File: src/rtl/data_mem_pkg.sv
// Shared types and default geometry for the parametrised CPU data memory.
package data_mem_pkg;

   typedef enum logic {CLEAR, IDLE} state_t;

   localparam int DMEM_DATA_W = 8;
   localparam int DMEM_ADDR_W = 8;
   localparam int DMEM_DEPTH  = 256;

   // Index width for the storage array; a single-word memory still needs one bit.
   function automatic int idx_w(input int depth);
      return (depth > 1) ? $clog2(depth) : 1;
   endfunction

endpackage

File: src/rtl/dmem_array.sv
// Word storage with one write port and one registered, read-first read port.
module dmem_array #(
   parameter int DATA_W = 8,
   parameter int DEPTH  = 256,
   parameter int IDX_W  = 8
) (
   input  logic              clk,
   input  logic              we,
   input  logic [IDX_W-1:0]  waddr,
   input  logic [DATA_W-1:0] wdata,
   input  logic              re,
   input  logic [IDX_W-1:0]  raddr,
   output logic [DATA_W-1:0] rdata
);

   logic [DATA_W-1:0] mem [DEPTH];

   // Old contents are captured when a read and write hit the same word.
   always_ff @(posedge clk) begin
      if (we) mem[waddr] <= wdata;
      if (re) rdata <= mem[raddr];
   end

endmodule

File: src/rtl/data_memory_sp.sv
// Synchronous data memory: clear-after-reset FSM, range check and
// clear/user write-port arbitration around a block-RAM style array.
module data_memory_sp
   import data_mem_pkg::*;
#(
   parameter int DATA_W         = DMEM_DATA_W,
   parameter int ADDR_W         = DMEM_ADDR_W,
   parameter int DEPTH          = DMEM_DEPTH,
   parameter int CLEAR_ON_RESET = 1
) (
   input  logic              clk,
   input  logic              rst_n,
   input  logic [DATA_W-1:0] data_in,
   input  logic              wr,
   input  logic              rd,
   input  logic [ADDR_W-1:0] add,
   output logic [DATA_W-1:0] data_out,
   output logic              rd_valid,
   output logic              addr_err,
   output logic              busy
);

   localparam int IDX_W = idx_w(DEPTH);
   localparam logic [IDX_W-1:0] LAST = IDX_W'(DEPTH - 1);

   state_t            state;
   logic [IDX_W-1:0]  cnt;
   logic              in_range;
   logic              clr_we;
   logic              user_we;
   logic              user_re;
   logic              arr_we;
   logic [IDX_W-1:0]  arr_waddr;
   logic [DATA_W-1:0] arr_wdata;
   logic [DATA_W-1:0] arr_rdata;
   logic              rd_zero;

   assign in_range = ({1'b0, add} < (ADDR_W + 1)'(DEPTH));

   assign clr_we  = rst_n && (state == CLEAR);
   assign user_we = rst_n && (state == IDLE) && wr && in_range;
   assign user_re = rst_n && (state == IDLE) && rd && in_range;

   assign arr_we    = clr_we || user_we;
   assign arr_waddr = clr_we ? cnt : add[IDX_W-1:0];
   assign arr_wdata = clr_we ? '0 : data_in;

   dmem_array #(
      .DATA_W (DATA_W),
      .DEPTH  (DEPTH),
      .IDX_W  (IDX_W)
   ) u_array (
      .clk   (clk),
      .we    (arr_we),
      .waddr (arr_waddr),
      .wdata (arr_wdata),
      .re    (user_re),
      .raddr (add[IDX_W-1:0]),
      .rdata (arr_rdata)
   );

   // The array register is left unreset; rd_zero masks it after reset and
   // after an out-of-range read, so data_out is driven purely by flops.
   assign data_out = rd_zero ? '0 : arr_rdata;

   always_ff @(posedge clk) begin
      if (!rst_n) begin
         state    <= (CLEAR_ON_RESET != 0) ? CLEAR : IDLE;
         busy     <= (CLEAR_ON_RESET != 0);
         cnt      <= '0;
         rd_valid <= 1'b0;
         addr_err <= 1'b0;
         rd_zero  <= 1'b1;
      end else begin
         rd_valid <= 1'b0;
         addr_err <= 1'b0;
         case (state)
            CLEAR: begin
               if (cnt == LAST) begin
                  state <= IDLE;
                  busy  <= 1'b0;
                  cnt   <= '0;
               end else begin
                  cnt <= cnt + 1'b1;
               end
            end
            IDLE: begin
               busy <= 1'b0;
               if (rd) begin
                  rd_valid <= 1'b1;
                  rd_zero  <= !in_range;
               end
               addr_err <= (rd || wr) && !in_range;
            end
            default: begin
               state <= IDLE;
               busy  <= 1'b0;
            end
         endcase
      end
   end

endmodule

File: config.mk
export PLATFORM = sky130hd
export DESIGN_NAME = data_memory_sp
export DESIGN_NICKNAME = d
export VERILOG_FILES = /design/src/rtl/data_mem_pkg.sv /design/src/rtl/dmem_array.sv /design/src/rtl/data_memory_sp.sv
export SDC_FILE = /design/constraint.sdc
export NUM_CORES = 2
export LEC_CHECK = 0
export BUFFER_PORTS_ARGS = -buffer_cell sky130_fd_sc_hd__buf_4
export CELL_PAD_IN_SITES_DETAIL_PLACEMENT = 2
export CELL_PAD_IN_SITES_GLOBAL_PLACEMENT = 2
export CORE_MARGIN = 5
export CORE_UTILIZATION = 30
export CTS_BUF_LIST = sky130_fd_sc_hd__clkbuf_16
export DETAILED_ROUTE_END_ITERATION = 12
export PLACE_DENSITY_LB_ADDON = 0.12
export SLEW_MARGIN = 10
export SYNTH_ARGS = -nofsm -noshare
export SYNTH_HDL_FRONTEND = slang
export SYNTH_SLANG_ARGS = --single-unit
File: constraint.sdc
create_clock -name clk -period 25.9 [get_ports clk]
set_clock_uncertainty 0.2 [all_clocks]
set_input_delay 3.885 -clock clk [delete_from_list [all_inputs] [get_ports clk]]
set_output_delay 3.885 -clock clk [all_outputs]
set_load 0.02 [all_outputs]
======== Word-level counts from Yosys, hierarchy flattened ========
Memories as Yosys holds them, arrays and structs flattened. A register that Yosys moved wholly into a read port is not among the register bits.
Cells that the tools add are included.
storage, ports and cells
  input port bits ......................... 20
  memories kept ........................... 1
  output and inout bits ................... 11
  register bits ........................... 12
  RAM bits ................................ 2048
  logic and storage cells ................. 28
operators by class
  mux-type cells .......................... 11
  reduce and logical (&&, ||, !) cells .... 7
  add/subtract/negate cells ............... 1
  eq/ne operators ......................... 2
  bitwise logic cells ..................... 1
memory list
  name         words  width  read ports  clocked after Yosys merged registers in  wr ports  line              source
  u_array.mem  256    8      1           1                                        1         dmem_array.sv:16  logic [DATA_W-1:0] mem [DEPTH];
operators by type and width
  kind                                                              number
  8-bit 2-to-1 mux                                                  4
  8-bit by 1-bit adder with 8-bit output (second input constant)    1
  8-bit equality test (second input constant)                       1
  1-bit 2-to-1 mux                                                  6
  1-bit logical AND                                                 4
  2-bit AND reduction                                               2
  2-bit by 1-bit != test with 1-bit output (second input constant)  1
  1-bit case mux with 2 select lines                                1
  1-bit logical OR                                                  1
  1-bit NOT                                                         1

======== Depth between registers and ports, before layout ========
  depth after elaboration ................. 5
  mapped depth ............................ 11

======== Cells and area by module ========
A second synthesis with hierarchy kept.
unflattened totals
  cell total of the unflattened synthesis .. 3827
  area total of the unflattened synthesis .. 80387.1 um^2
by module, submodules not included
  module          cells an instance  instances  area each (um^2)
  dmem_array      3733               1          79636.4
  data_memory_sp  94                 1          750.7

======== Worst setup path after synthesis ========
Ideal clock, no wire load.
  path type ............................... input-to-reg
  start point ............................. input rst_n
  end point ............................... memory u_array.mem[0][0] (data pin)
  setup time .............................. 1446 ps
  slack ................................... 13767 ps
  stages .................................. 3
  path buffers ............................ 1
  arrival ................................. 10486 ps
  cell sequence ........................... nor2b_1 -> clkbuf_1 -> nor2b_1
on the way
  word-level cells in the longest chain between the ends .. 2
ends and longest elaborated chain
  element             line                  source
  start: declaration  data_memory_sp.sv:12  input logic rst_n,
  1-bit logical AND   data_memory_sp.sv:40  assign clr_we = rst_n && (state == CLEAR);
  8-bit 2-to-1 mux    data_memory_sp.sv:46  assign arr_wdata = clr_we ? '0 : data_in;
  net arr_wdata[0]    data_memory_sp.sv:34  logic [DATA_W-1:0] arr_wdata;
  end: declaration    dmem_array.sv:16
The timed path passes the listed nets, and every way through them passes these cells.

==> results.ini <==
[power_and_ir_drop]
p_leak_nw = 28.7
p_total_mw = 7.22
powerDensity_nw_per_um2 = 78.2
ir_drop_uv = 62.2

[sta]
rsz0062_at_grt = false
finalSetupViolations = 0
post-route-min-period_ns = 8.58
finalSetupTns_ns = 0
worst_pin_slew_ns = 1.26
final_max_slew_viol_count = 0
fmax_mhz = 117
relSlewSlack = 0.163
finalHoldViolCount = 0
period_share = 0.331

[grt]
overflow = 0
grt_use_total = 0.182
grt_max_degree = 181
antenna_found_initial = 13
grt_pass1_vias = 43300
grt_pass1_wl_um = 361000

[finish]
fillers = 25900
fin_nets = 4077
layout_commonest_cell = edfxtp_1
stdcell_count = 7796
drive_gt1_frac = 0.216
final_cell_mix = edfxtp_1, mux4_2, nor2_1
area_growth_pct = 14.3

[die]
die_w_um = 529
die-area_um2 = 280000
fp-row-count = 190
core_um2 = 268000
die_h_um = 529
initial_core_util = 0.301
io_pins = 31

[synth]
ys.flop_type = edfxtp_1
syn_area_um2 = 80700
synth_async_sr_flop_share = 0
synth_warnings = 0
synth_top_family_by_area = multiplexers
synthMuxAreaShare = 0.143
syn_area_per_cell_um2 = 20.6
synthDistinctLibCells = 73
synth_fa_ha_area_frac = 0.000155
synth_fp_nets = 3933
yosysSeqAreaShare = 0.768
synth-seq-cells = 2068
syn_inst = 3912
synth_compound_gate_area_share = 0.0386
synthXorXnorAreaFrac = 0.000434
synth_edf_count = 2056
yosys.area_share.simple = 0.0309

[detailed_routing]
via_per_inst = 5.12
routed_wirelength_um = 258000
post_drt_wl_per_cell_um = 33.2
via_count = 39900
drt_iter0_markers = 3668
first_pass_iters = 7
drcViolationCount = 0
ant_nets = 0

[critical_path]
end_kind = register
cp.required_ns = 26.29
cp.arrival_ns = 8.97
start_kind = input pin
crit_type = in -> reg
crit_fanout = 60

[clock_network]
clock_latency_ns = 0.89
cts_tree = done
clock-sinks = 2068
h-tree-depth = 4
cts_resized = 0
clk_path_buf_depth = 4
post_cts_buffers = 0
cts_root_buf = clkbuf_16
hold_buffers = 0
path_clk_slew_ns = 0.06
cts_made_buffers = 235

[flow_run]
maxCapViolations = 0

[worst_hold_path]
hold_path_class = reg -> reg

[placement]
dp_cells = 7371
portBuffers = 29
dp_hpwl_um = 158000
gp_congestion = 0.739

[status]
outcome = complete, no violations

worst paths after layout:
path | start | to | depth (start not counted) | slack [ns]
hold / removal | busy | busy | 2 | 0.28
setup / recovery | add[0] | u_array.rdata[3] | 10 | 17.32
setup reg to reg | state | u_array.mem[240][6] | 5 | 21.24
hold reg to reg | busy | busy | 2 | 0.28
layer usage:
| layer | share of wire | track usage | vias to the layer above | wire length, µm |
|---|---|---|---|---|
| met3 | 0.039 | 0.0231 | 253 | 9960 |
| met4 | 0.015 | 0.0310 | 0 | 3900 |
| met2 | 0.48 | 0.302 | 789 | 125000 |
| li1 | - | - | 16700 | - |
| met1 | 0.46 | 0.261 | 22200 | 119000 |
| met5 | 0 | 0 | - | 0 |
sequential cells by signal, indices dropped and copies added, names as in the netlist:
name           cells
busy               1
state              1
rd_zero            1
rd_valid           1
cnt                8
u_array.rdata      8
u_array.mem     2048
critical path, cell delays in order:
cell and delay [ns]:
buf_8 0.51, buf_4 0.74, buf_4 0.76, buf_4 0.58, mux4_1 0.62, mux2_2 0.30, o21ai_0 0.19, a21oi_1 0.10
a311oi_1 0.78, nor4_1 0.17
logic make-up (layout without fill, tap and decap cells):
family / Yosys count / in the layout
buf+inv: 246 / 572
mux: 597 / 597
other cells: 1 / 7
flops: 2068 / 2068
compound gates: 437 / 437
fa+ha+maj: 1 / 1
simple gates: 558 / 558
xor+xnor: 4 / 4
power by group:
part           switching [mW]  internal, mW  total (mW)  leakage [nW]
combinational           0.251         0.108       0.359          6.09
clock                    1.37          1.81        3.17          3.76
sequential            0.00179          3.69        3.69          18.9
total                    1.62          5.60        7.22          28.7
area by class of cell:
class                           instances  area [µm²]  area share
Sequential cell                      2068       62000       0.672
Multi-Input combinational cell       1598       17400       0.189
Clock buffer                          236        5910      0.0640
Tap cell                             3552        4440      0.0482
Clock inverter                        183        1280      0.0139
Timing Repair Buffer                  147        1220      0.0132
Inverter                                6        22.5    0.000244
Antenna cell                            6        15.0    0.000163
metrics by stage:
stage	setup WS (ns)	hold WS [ns]	util	area, µm²
floorplan	13.77	0.313	-	80700
global placement	16.13	0.265	0.317	85000
detailed placement	16.14	0.280	0.317	85100
CTS	17.11	0.290	0.344	92200
global route	17.01	0.313	0.344	92200
finish	17.32	0.282	0.344	92300
synthesized netlist by cell type, types with 29 or more instances:
| master | n | share of area |
|---|---|---|
| edfxtp_1 | 2056 | 0.76 |
| a22oi_1 | 145 | 0.013 |
| mux2i_1 | 146 | 0.018 |
| nand2_1 | 100 | 0.0047 |
| mux4_2 | 391 | 0.11 |
| buf_4 | 31 | 0.0029 |
| clkbuf_1 | 79 | 0.0037 |
| o22ai_1 | 29 | 0.0022 |
| nor3_1 | 33 | 0.0020 |
| nor2b_1 | 35 | 0.0027 |
| nor2_1 | 283 | 0.013 |
| buf_2 | 75 | 0.0047 |
| mux4_1 | 39 | 0.013 |
| a21oi_1 | 89 | 0.0055 |
| o221ai_1 | 34 | 0.0037 |
Power figures use the tool's default switching activity.
